File: src/rtl/pipe_ctrl_sched_pkg.sv
// Shared pipeline-control definitions: scheduler states, PC source codes, trap vectors
// and the control-word bundle. The PC mux and CP0 logic reuse these definitions.
package pipe_ctrl_sched_pkg;

    typedef enum logic [1:0] {
        ST_RUN       = 2'd0,
        ST_MEM_WAIT  = 2'd1,
        ST_IRQ_DRAIN = 2'd2,
        ST_IRQ_VEC   = 2'd3
    } state_t;

    localparam logic [2:0] PC_SEL_SEQ = 3'd0;
    localparam logic [2:0] PC_SEL_BR  = 3'd1;
    localparam logic [2:0] PC_SEL_JMP = 3'd2;
    localparam logic [2:0] PC_SEL_EXC = 3'd3;
    localparam logic [2:0] PC_SEL_IRQ = 3'd4;

    localparam logic [31:0] EXC_VECTOR = 32'h8000_0180;
    localparam logic [31:0] IRQ_VECTOR = 32'h8000_0200;

    // Winning request in RUN, highest priority first
    typedef enum logic [2:0] {
        ACT_NONE, ACT_MEM, ACT_EXC, ACT_IRQ, ACT_BR, ACT_JMP, ACT_LU
    } act_t;

    typedef struct packed {
        logic       pc_we;
        logic       ifid_we;
        logic       ifid_flush;
        logic       idex_flush;
        logic       exmem_flush;
        logic       pipe_hold;
        logic [2:0] pc_sel;
        logic       epc_we;
        logic       mem_to_err;
    } ctrl_t;

    function automatic ctrl_t ctrl_flow();
        ctrl_t c;
        c         = '0;
        c.pc_we   = 1'b1;
        c.ifid_we = 1'b1;
        return c;
    endfunction

    function automatic ctrl_t ctrl_exc();
        ctrl_t c;
        c             = ctrl_flow();
        c.pc_sel      = PC_SEL_EXC;
        c.epc_we      = 1'b1;
        c.ifid_flush  = 1'b1;
        c.idex_flush  = 1'b1;
        c.exmem_flush = 1'b1;
        return c;
    endfunction

    // Front end frozen, one bubble injected into ID/EX
    function automatic ctrl_t ctrl_bubble();
        ctrl_t c;
        c            = '0;
        c.idex_flush = 1'b1;
        return c;
    endfunction

endpackage

File: src/rtl/pipe_ctrl_sched.sv
// Central stall/flush scheduler for the 5-stage pipeline: arbitrates hazard and redirect
// requests, sequences interrupt entry and watches for data-memory wait timeouts.
module pipe_ctrl_sched
    import pipe_ctrl_sched_pkg::*;
#(
    parameter int unsigned DRAIN_CYCLES = 2,
    parameter int unsigned MEM_TIMEOUT  = 15,
    parameter int unsigned CNT_W        = 4
) (
    input  logic       clk,
    input  logic       reset,
    input  logic       lu_req,
    input  logic       jmp_id,
    input  logic       br_taken,
    input  logic       exc_req,
    input  logic       irq,
    input  logic       irq_en,
    input  logic       mem_busy,
    output logic       pc_we,
    output logic       ifid_we,
    output logic       ifid_flush,
    output logic       idex_flush,
    output logic       exmem_flush,
    output logic       pipe_hold,
    output logic [2:0] pc_sel,
    output logic       epc_we,
    output logic       mem_to_err
);

    localparam logic [CNT_W:0] TO_LIM    = (CNT_W+1)'(MEM_TIMEOUT);
    localparam logic [CNT_W:0] DRAIN_LIM = (CNT_W+1)'(DRAIN_CYCLES);

    state_t           state, state_nxt;
    logic [CNT_W-1:0] cnt, cnt_nxt;
    logic [CNT_W:0]   cnt_inc;
    act_t             act;
    ctrl_t            ctrl;

    // cnt holds the cycles already spent in the current wait/drain window, so cnt_inc
    // is the ordinal of the current cycle; one spare bit keeps the compare overflow-free.
    assign cnt_inc = {1'b0, cnt} + 1'b1;

    always_comb begin
        act = ACT_NONE;
        if (mem_busy)           act = ACT_MEM;
        else if (exc_req)       act = ACT_EXC;
        else if (irq && irq_en) act = ACT_IRQ;
        else if (br_taken)      act = ACT_BR;
        else if (jmp_id)        act = ACT_JMP;
        else if (lu_req)        act = ACT_LU;
    end

    always_ff @(posedge clk) begin
        if (reset) begin
            state <= ST_RUN;
            cnt   <= '0;
        end else begin
            state <= state_nxt;
            cnt   <= cnt_nxt;
        end
    end

    always_comb begin
        state_nxt = state;
        cnt_nxt   = cnt;
        case (state)
            ST_RUN: begin
                if (act == ACT_MEM) begin
                    state_nxt = ST_MEM_WAIT;
                    cnt_nxt   = CNT_W'(1);
                end else if (act == ACT_IRQ) begin
                    // The accept cycle is itself the first drain cycle
                    if (DRAIN_CYCLES <= 1) begin
                        state_nxt = ST_IRQ_VEC;
                        cnt_nxt   = '0;
                    end else begin
                        state_nxt = ST_IRQ_DRAIN;
                        cnt_nxt   = CNT_W'(1);
                    end
                end
            end
            ST_MEM_WAIT: begin
                if (!mem_busy) begin
                    state_nxt = ST_RUN;
                    cnt_nxt   = '0;
                end else if (cnt_inc == TO_LIM) begin
                    cnt_nxt = '0;
                end else begin
                    cnt_nxt = cnt_inc[CNT_W-1:0];
                end
            end
            ST_IRQ_DRAIN: begin
                if (mem_busy) begin
                    cnt_nxt = cnt;
                end else if (exc_req) begin
                    state_nxt = ST_RUN;
                    cnt_nxt   = '0;
                end else if (cnt_inc == DRAIN_LIM) begin
                    state_nxt = ST_IRQ_VEC;
                    cnt_nxt   = '0;
                end else begin
                    cnt_nxt = cnt_inc[CNT_W-1:0];
                end
            end
            ST_IRQ_VEC: begin
                state_nxt = ST_RUN;
                cnt_nxt   = '0;
            end
            default: begin
                state_nxt = ST_RUN;
                cnt_nxt   = '0;
            end
        endcase
    end

    always_comb begin
        ctrl = ctrl_flow();
        case (state)
            ST_RUN: begin
                case (act)
                    ACT_MEM: begin
                        ctrl           = '0;
                        ctrl.pipe_hold = 1'b1;
                    end
                    ACT_EXC: ctrl = ctrl_exc();
                    ACT_IRQ: ctrl = ctrl_bubble();
                    ACT_BR: begin
                        ctrl.pc_sel     = PC_SEL_BR;
                        ctrl.ifid_flush = 1'b1;
                        ctrl.idex_flush = 1'b1;
                    end
                    ACT_JMP: begin
                        ctrl.pc_sel     = PC_SEL_JMP;
                        ctrl.ifid_flush = 1'b1;
                    end
                    ACT_LU:  ctrl = ctrl_bubble();
                    default: ctrl = ctrl_flow();
                endcase
            end
            ST_MEM_WAIT: begin
                if (mem_busy) begin
                    ctrl            = '0;
                    ctrl.pipe_hold  = 1'b1;
                    ctrl.mem_to_err = (cnt_inc == TO_LIM);
                end
            end
            ST_IRQ_DRAIN: begin
                if (mem_busy) begin
                    ctrl           = ctrl_bubble();
                    ctrl.pipe_hold = 1'b1;
                end else if (exc_req) begin
                    ctrl = ctrl_exc();
                end else begin
                    ctrl = ctrl_bubble();
                end
            end
            ST_IRQ_VEC: begin
                ctrl.pc_sel     = PC_SEL_IRQ;
                ctrl.epc_we     = 1'b1;
                ctrl.ifid_flush = 1'b1;
            end
            default: ctrl = ctrl_flow();
        endcase

        if (reset) begin
            ctrl             = '0;
            ctrl.ifid_flush  = 1'b1;
            ctrl.idex_flush  = 1'b1;
            ctrl.exmem_flush = 1'b1;
        end
    end

    assign pc_we       = ctrl.pc_we;
    assign ifid_we     = ctrl.ifid_we;
    assign ifid_flush  = ctrl.ifid_flush;
    assign idex_flush  = ctrl.idex_flush;
    assign exmem_flush = ctrl.exmem_flush;
    assign pipe_hold   = ctrl.pipe_hold;
    assign pc_sel      = ctrl.pc_sel;
    assign epc_we      = ctrl.epc_we;
    assign mem_to_err  = ctrl.mem_to_err;

endmodule

File: config.mk
export PLATFORM = sky130hd
export DESIGN_NAME = pipe_ctrl_sched
export DESIGN_NICKNAME = d
export VERILOG_FILES = /design/src/rtl/pipe_ctrl_sched_pkg.sv /design/src/rtl/pipe_ctrl_sched.sv
export SDC_FILE = /design/constraint.sdc
export NUM_CORES = 1
export LEC_CHECK = 0
export BUFFER_PORTS_ARGS = -buffer_cell sky130_fd_sc_hd__buf_4
export CAP_MARGIN = 20
export CORE_MARGIN = 2
export CORE_UTILIZATION = 44
export CTS_CLUSTER_SIZE = 25
export DETAILED_ROUTE_END_ITERATION = 6
export PLACE_DENSITY = 0.82
export SYNTH_ARGS = -nofsm -noshare
export SYNTH_HDL_FRONTEND = slang
export SYNTH_SLANG_ARGS = --single-unit
File: constraint.sdc
create_clock -name clk -period 2.07 [get_ports clk]
set_clock_uncertainty 0.05 [all_clocks]
set_input_delay 0.621 -clock clk [delete_from_list [all_inputs] [get_ports clk]]
set_output_delay 0.621 -clock clk [all_outputs]
set_load 0.05 [all_outputs]
==> results.toml, run 1 <==
[logic_synthesis]
ys.flop_type = "dfxtp_1"
synth.avg_cell_area_um2 = 7.48
synth_edf_count = 0
syn_nets = 101
postSynth.asyncResetShare_pct = 0
ys_warn_count = 0
yosysMostFrequentCell = "nor2_1"
yosys-top-cells-area = "dfxtp_1 (18%), a21oi_1 (6.8%), ha_1 (5.6%)"
synthesis.area_um2 = 666
ys_types = 42
synth-seq-area-share_pct = 18.0
yosysTopAreaCell = "dfxtp_1"
netlist_top_cells_count = "nor2_1 (10), a21oi_1 (9), nand2_1 (7)"
synthCells = 89
ys_seq_elements = 6
synth_top_area_share_pct = 18.0

[detailed_routing]
drt-vias-per-instance = 5.99
drt_pass1_iterations = 4
drtIter0Drc = 22
routedWlPerCell_um = 16.1
vias = 833
drc = 0
finalWirelength_um = 2240
final_antenna_net_count = 0

[die]
coreArea_um2 = 1450
start_util_pct = 45.8
die_x_um = 42.9
chipHeight_um = 42.9
fp-row-count = 14
die-area_um2 = 1840
ios = 20

[worst_setup_path]
max_stage_delay_ns = 0.33
worst_setup_path_end_kind = "primary output"
path_cells = "ha_4 > and2b_1 > mux2i_2 > nor2_1 > a31oi_2 > nor4b_4 > buf_6"
slowest_stage = "dfxtp_2"
critPathArrivalTime_ns = 1.63
crit_required_ns = 1.40
critPathMaxFanout = 8
startpoint_type = "register"
criticalPathCategory = "register to primary output"

[min_path]
min_path_type = "register to register"

[timing]
setup_viol = 7
slew_headroom_pct = 71.3
slew_violations = 0
grt_setup_unrepaired = "true"
timing.final.crit_period_ns = 2.31
tightest_slew_ns = 0.428
max_freq_ghz = 0.434
setup_ws_ns = -0.235
hold_viol = 0
period_share_pct = 111

[finish]
drive_gt1_share_pct = 60.2
fin_util_pct = 82.0
nets = 137
nFillCells = 80
multi_input_area_um2 = 646
area_growth_pct = 79.1
n_antenna_cell = 0
seqCellArea_um2 = 128

[clock_tree]
root_buffer = "clkbuf_4"
cts.clk_slew.worst_paths_ns = 0.05
tritoncts = "built"
cts-htree-levels = 1
cts_made_buffers = 3
cts_buffer_depth = 2
clock_latency_ns = 0.25
hold_buffers = 0
cts_sinks = 6

[placed_design]
gp_congestion = 0.851
portBuffers = 19
dp_hpwl_um = 1480

[power_and_ir_drop]
vdd_drop_max_v = 0.000311
clkPwrFrac_pct = 24.2
powerDensity_nw_per_um2 = 386
leakage_nw = 0.457
p_switching_mw = 0.179
intPower_mw = 0.281
switching_share_pct = 39.0
p_seq_share_pct = 28.2
p_comb_share_pct = 47.5
total_power_mw = 0.460

[grt]
grt_overflow_total = 0
grt_pass1_vias = 792
grt_antenna_before_repair = 0
grt_use_total_pct = 27.0
grt_max_degree = 15
grt_pass1_wl_um = 3680

[status]
status = "finished with violations"
violations = "setup timing"

[run]
max-cap-violations = 0
-- repair_timing --
item | in CTS | in global routing
buffers inserted | 2 | 1
pin swaps | 9 | 5
setup endpoints to repair | 11 | 10
gates resized for setup | 19 | 6
-- worst paths after layout --
path	from	endpoint	slack [ns]	depth (start not counted)
worst min register to register	cnt[3]	cnt[3]	0.59	1
worst max register to register	cnt[0]	cnt[2]	0.14	8
worst max-delay path	cnt[0]	mem_to_err	-0.24	7
worst min-delay path	cnt[3]	cnt[3]	0.59	1
-- power groups by stage --
stage	logic, mW	registers [mW]	clock network, mW
floorplan	0.135	0.128	0
global placement	0.187	0.131	0
detailed placement	0.191	0.131	0
CTS	0.209	0.130	0.117
global route	0.229	0.130	0.119
finish	0.219	0.130	0.112
-- flip-flops by register name (all words and copies together), names as in the netlist --
| name | count |
|---|---|
| state | 2 |
| cnt | 4 |
-- routing by layer --
layer  vias to the layer above  GRT usage [%]  routed length (µm)
li1                        395              -                   -
met1                       399           29.9                 885
met2                        31           47.0                1170
met3                         8           5.96                  99
met4                         0           14.4                  85
met5                         -              0                   0
-- layout by cell type (no fill, tap or decap), types with 4 or more instances in the layout --
cell and instances:
buf_4 25, buf_6 10, nor2_1 7, nand2_1 6
inv_1 4, a21oi_1 4
-- metrics by stage --
| step | instances | TNS [ns] | setup WS (ns) | cell area [µm²] | hold WS [ns] |
|---|---|---|---|---|---|
| after floorplan | 89 | -1.02 | -0.386 | 852 | 0.474 |
| after global placement | 133 | -1.14 | -0.242 | 1060 | 0.570 |
| after CTS | 138 | -1.12 | -0.262 | 1170 | 0.595 |
| final | 139 | -1.18 | -0.235 | 1190 | 0.593 |
| after global routing | 139 | -1.43 | -0.294 | 1190 | 0.623 |
| after detailed placement | 133 | -1.30 | -0.268 | 1060 | 0.580 |
-- layout make-up --
cell class / instances / share of cell area, %
inverter: 5 / 2.20
sequential: 6 / 10.7
tap: 16 / 1.68
multi-input combinational: 71 / 54.1
timing repair buffer: 38 / 29.4
clock buffer: 3 / 1.89
-- logic make-up after synthesis --
logic type / count (synthesis) / synth area share, %
XOR/XNOR: 1 / 1.32
flip-flops: 6 / 18.0
adder cells (fa/ha/maj): 3 / 5.64
multiplexers: 1 / 2.07
AND/OR/NAND/NOR: 37 / 32.3
AO/OA/AOI/OAI: 29 / 31.2
buffers and inverters: 12 / 9.40
-- worst max-delay path, delay by kind of cell, from the launching register on --
family                     cells  cell delay (ns)
buffers and inverters          1             0.19
adders and majority gates      1             0.18
AOI/OAI and AO/OA              1             0.06
and+or+nand+nor                3             0.55
muxes                          1             0.07
DFF                            1             0.33
Power figures use the tool's default switching activity.
==> run 2, diff against run 1 <==
--- a/config.mk
+++ b/config.mk
@@ -12,6 +12,8 @@
 export CTS_CLUSTER_SIZE = 25
 export DETAILED_ROUTE_END_ITERATION = 6
 export PLACE_DENSITY = 0.82
+export SKIP_CTS_REPAIR_TIMING = 1
 export SYNTH_ARGS = -nofsm -noshare
 export SYNTH_HDL_FRONTEND = slang
 export SYNTH_SLANG_ARGS = --single-unit
+export TNS_END_PERCENT = 5
==> run 2 against run 1 <==
Net effect:
- the flow still finishes with violations (setup timing)
- critical endpoint unchanged
- worst hold slack got worse by 0.055 ns
- register-to-register slack better by 0.06 ns
- largest power group unchanged
- sequential cell count is the same
- critical path type unchanged
- maximum frequency is 0.22% higher
- clock power up 4%
==> results.toml, run 2 (synthesis gave the netlist of run 1 again) <==
[placed_design]
dp_hpwl_um = 1350
dpl-instance-area_um2 = 1000
portBuffers = 19
gp_congestion = 0.780

[timing]
setup_ws_ns = -0.230
grt_setup_unrepaired = "true"
slew_headroom_pct = 74.8
max_freq_ghz = 0.435
hold_viol = 0
period_share_pct = 111
timing.final.crit_period_ns = 2.30
setup_viol = 5
tightest_slew_ns = 0.369
slew_violations = 0

[die]
die-area_um2 = 1840
start_util_pct = 45.8
chipHeight_um = 42.9
ios = 20
coreArea_um2 = 1450
fp-row-count = 14
die_x_um = 42.9

[status]
violations = "setup timing"
status = "finished with violations"

[power_and_ir_drop]
p_comb_share_pct = 43.0
switching_share_pct = 38.9
intPower_mw = 0.263
total_power_mw = 0.430
p_seq_share_pct = 29.8
leakage_nw = 0.431
p_switching_mw = 0.167
vdd_drop_max_v = 0.000218
clkPwrFrac_pct = 27.1
powerDensity_nw_per_um2 = 391

[worst_setup_path]
crit_buf_inv = 1
max_stage_delay_ns = 0.33
path_cells = "ha_4 > and2b_1 > mux2i_2 > nor2_1 > a31oi_2 > nor4b_4 > buf_6"
slowest_stage = "dfxtp_2"
path_delay_family = "simple AND/OR/NAND/NOR gates"
startpoint_type = "register"
worst_setup_path_end_kind = "primary output"
crit_required_ns = 1.40
critPathArrivalTime_ns = 1.63
criticalPathCategory = "register to primary output"
critPathMaxFanout = 3

[detailed_routing]
drc = 0
drt-vias-per-instance = 5.74
finalWirelength_um = 1810
vias = 787
drtIter0Drc = 20
drt_pass1_iterations = 5
routedWlPerCell_um = 13.2
final_antenna_net_count = 0

[clock_tree]
tritoncts = "built"
clock_latency_ns = 0.26
cts_made_buffers = 3
cts-htree-levels = 1
cts_buffer_depth = 2
cts.clk_slew.worst_paths_ns = 0.05
root_buffer = "clkbuf_4"
cts_sinks = 6

[run]
max-cap-violations = 0

[finish]
area_growth_pct = 65.2
final_common_cell = "buf_4"
nFillCells = 101
layout_common_cells = "buf_4 (28), nor2_1 (9), buf_6 (8)"
n_antenna_cell = 0
reg.largest.list = "cnt (4), state (2)"
regMostFlops = "cnt"
design_area_um2 = 1100
drive_gt1_share_pct = 53.7
nets = 135
largest_reg_flops = 4

[grt]
grt_max_degree = 15
grt_pass1_vias = 787
grt_use_total_pct = 21.4
grt_pass1_wl_um = 3030
grt_overflow_total = 0
grt_antenna_before_repair = 0

[min_path]
min_path_type = "register to register"
run 2: path summary, 6_finish.rpt:
check                             from  slack, ns         end  depth (start not counted)
worst max-delay path            cnt[1]      -0.23  mem_to_err                          7
worst min-delay path            cnt[3]       0.54      cnt[3]                          1
worst max register to register  cnt[1]       0.20      cnt[2]                          8
worst min register to register  cnt[3]       0.54      cnt[3]                          1
run 2: power groups by stage:
stage	Clock [mW]	Combinational (mW)	Sequential, mW
after floorplan	0	0.121	0.127
after global placement	0	0.172	0.128
after detailed placement	0	0.174	0.129
after CTS	0.120	0.175	0.126
after global routing	0.125	0.198	0.129
final	0.117	0.185	0.128
run 2: stage by stage:
stage	std cells	hold WS, ns	utilization, %	worst slack, ns	TNS (ns)
detailed placement	133	0.532	68.8	-0.242	-0.897
CTS	136	0.549	70.3	-0.352	-1.30
finish	137	0.538	75.6	-0.230	-0.813
floorplan	89	0.497	-	-0.392	-2.35
global route	137	0.607	75.6	-0.303	-1.14
global placement	133	0.523	68.8	-0.215	-0.784
run 2: metal layers:
layer | global-route usage [%] | routed length [µm] | vias up
met1 | 22.7 | 722 | 371
met2 | 38.8 | 994 | 23
li1 | - | - | 391
met4 | 12.5 | 15 | 0
met5 | 0 | 0 | -
met3 | 3.40 | 77 | 2
run 2: cell type report:
cell class / count / area [µm²] / share of cell area (%)
multi-input combinational: 71 / 608 / 55.3
timing repair buffer: 36 / 300 / 27.3
sequential: 6 / 128 / 11.6
inverter: 5 / 21.3 / 1.93
clock buffer: 3 / 22.5 / 2.05
tap: 16 / 20.0 / 1.82
==> run 3, diff against run 2 <==
--- a/config.mk
+++ b/config.mk
@@ -8,10 +8,10 @@
 export BUFFER_PORTS_ARGS = -buffer_cell sky130_fd_sc_hd__buf_4
 export CAP_MARGIN = 20
 export CORE_MARGIN = 2
-export CORE_UTILIZATION = 44
+export CORE_UTILIZATION = 49
 export CTS_CLUSTER_SIZE = 25
 export DETAILED_ROUTE_END_ITERATION = 6
-export PLACE_DENSITY = 0.82
+export PLACE_DENSITY = 0.86
 export SKIP_CTS_REPAIR_TIMING = 1
 export SYNTH_ARGS = -nofsm -noshare
 export SYNTH_HDL_FRONTEND = slang
==> constraint.sdc (replaced) <==
create_clock -name clk -period 2.5 [get_ports clk]
set_clock_uncertainty 0.05 [all_clocks]
set_input_delay 0.75 -clock clk [delete_from_list [all_inputs] [get_ports clk]]
set_output_delay 0.75 -clock clk [all_outputs]
set_load 0.05 [all_outputs]
==> run 3 against run 2 <==
Net effect:
- the flow still finishes with violations (setup timing)
- worst setup slack better by 0.19 ns
- combinational power is 24% lower
- die area down 9.3%
- sequential power shrank 19%
- critical path depth is the same
- register-to-register slack improved by 0.48 ns
- routed wire length shrank 5.3%
- sequential share of layout area rose by 0.55 points
- total power shrank 23%
- via count down 4.1%
- critical path type is now input port to primary output
- highest routed layer is now met3
==> results.toml, run 3 (synthesis gave the netlist of run 1 again) <==
[worst_setup_path]
slowest_stage = "a211oi_4"
max_stage_delay_ns = 0.28
cpMostUsedCell = "buf_4"
critPathMaxFanout = 3
crit_required_ns = 1.70
criticalPathCategory = "input port to primary output"
reg2reg_depth = 7
critPathArrivalTime_ns = 1.74
path_cells = "buf_4 > a211oi_4 > buf_4 > a21oi_1 > nor2_1 > o21bai_1 > buf_4"
startpoint_type = "input port"
worst_setup_path_end_kind = "primary output"

[power_and_ir_drop]
switching_share_pct = 36.7
vdd_drop_max_v = 0.000314
p_seq_share_pct = 31.6
leakage_nw = 0.390
powerDensity_nw_per_um2 = 333
clkPwrFrac_pct = 25.6
p_switching_mw = 0.121
intPower_mw = 0.209
p_comb_share_pct = 42.7

[die]
fp-row-count = 13
coreArea_um2 = 1280
ios = 20
die-area_um2 = 1670
die_x_um = 40.9
chipHeight_um = 40.9
start_util_pct = 51.8

[finish]
layout_common_cells = "buf_4 (26), nor2_1 (10), a21oi_1 (8)"
final_common_cell = "buf_4"
n_antenna_cell = 0
reg.largest.list = "cnt (4), state (2)"
drive_gt1_share_pct = 44.3
regMostFlops = "cnt"
multi_input_area_um2 = 568
largest_reg_flops = 4
seqCellArea_um2 = 120
fin_util_pct = 76.9
nets = 129
area_growth_pct = 48.5
nFillCells = 105

[detailed_routing]
drtIter0Drc = 8
routedWlPerCell_um = 13.2
final_antenna_net_count = 0
drt-vias-per-instance = 5.81
finalWirelength_um = 1710
drc = 0
vias = 755
drt_pass1_iterations = 4

[run]
max-cap-violations = 0

[timing]
max_freq_ghz = 0.394
period_share_pct = 102
slew_headroom_pct = 76.0
tightest_slew_ns = 0.360
setup_viol = 1
timing.final.crit_period_ns = 2.54
grt_setup_unrepaired = "true"
whs_ns = 0.576
hold_viol = 0
slew_violations = 0
setup_ws_ns = -0.0413

[clock_tree]
root_buffer = "clkbuf_4"
cts_sinks = 6
tritoncts = "built"
cts_made_buffers = 3
clock_latency_ns = 0.23
cts_buffer_depth = 2
cts-htree-levels = 1
cts.clk_slew.worst_paths_ns = 0.04

[grt]
grt_max_degree = 15
grt_pass1_vias = 710
grt_use_total_pct = 25.0
grt_antenna_before_repair = 0
grt_pass1_wl_um = 2840
grt_overflow_total = 0

[placed_design]
dp_hpwl_um = 1400
portBuffers = 19
gp_congestion = 0.752

[status]
status = "finished with violations"
violations = "setup timing"

[min_path]
hold_depth = 2
min_path_type = "register to register"
run 3: changes by cell type in the layout (fill, tap and decap cells not counted), sizes merged:
cell  delta
buf      -6
run 3: per-layer routing:
metal	GRT usage (%)	wire length, µm	vias to the layer above
met5	0	0	-
met3	5.43	51	0
li1	-	-	380
met1	23.9	699	362
met2	53.5	963	13
met4	1.67	0	0
run 3: stage by stage:
step	TNS (ns)	total power [mW]	worst slack [ns]	std cells	area (µm²)
global placement	-0.121	0.239	-0.0429	127	932
detailed placement	-0.272	0.243	-0.0899	127	932
finish	-0.0413	0.330	-0.0413	130	988
CTS	-0.358	0.330	-0.0980	130	955
floorplan	-1.09	0.199	-0.269	89	738
global route	-0.307	0.353	-0.122	130	988
run 3: final timing paths:
kind | startpoint | to | slack (ns)
max | irq_en | idex_flush | -0.04
min | cnt[1] | cnt[1] | 0.58
max reg2reg | cnt[0] | cnt[2] | 0.68
min reg2reg | cnt[1] | cnt[1] | 0.58
run 3: critical path: cells and delay by family:
kind	cells	cell delay, ns
compound gates	3	0.41
buf+inv	3	0.49
simple gates	1	0.08
run 3: cell type report:
class | count | share of cell area, %
multi-input combinational | 71 | 57.5
tap | 15 | 1.90
timing repair buffer | 30 | 24.3
clock buffer | 3 | 2.28
inverter | 5 | 1.90
sequential | 6 | 12.2
run 3: power groups by stage:
| stage | Sequential [mW] | Clock (mW) | Combinational, mW |
|---|---|---|---|
| 2_1_floorplan | 0.105 | 0 | 0.0944 |
| 5_1_grt | 0.104 | 0.0973 | 0.151 |
| 4_1_cts | 0.104 | 0.0891 | 0.137 |
| 3_3_place_gp | 0.106 | 0 | 0.133 |
| 6_report | 0.104 | 0.0845 | 0.141 |
| 3_5_place_dp | 0.106 | 0 | 0.137 |
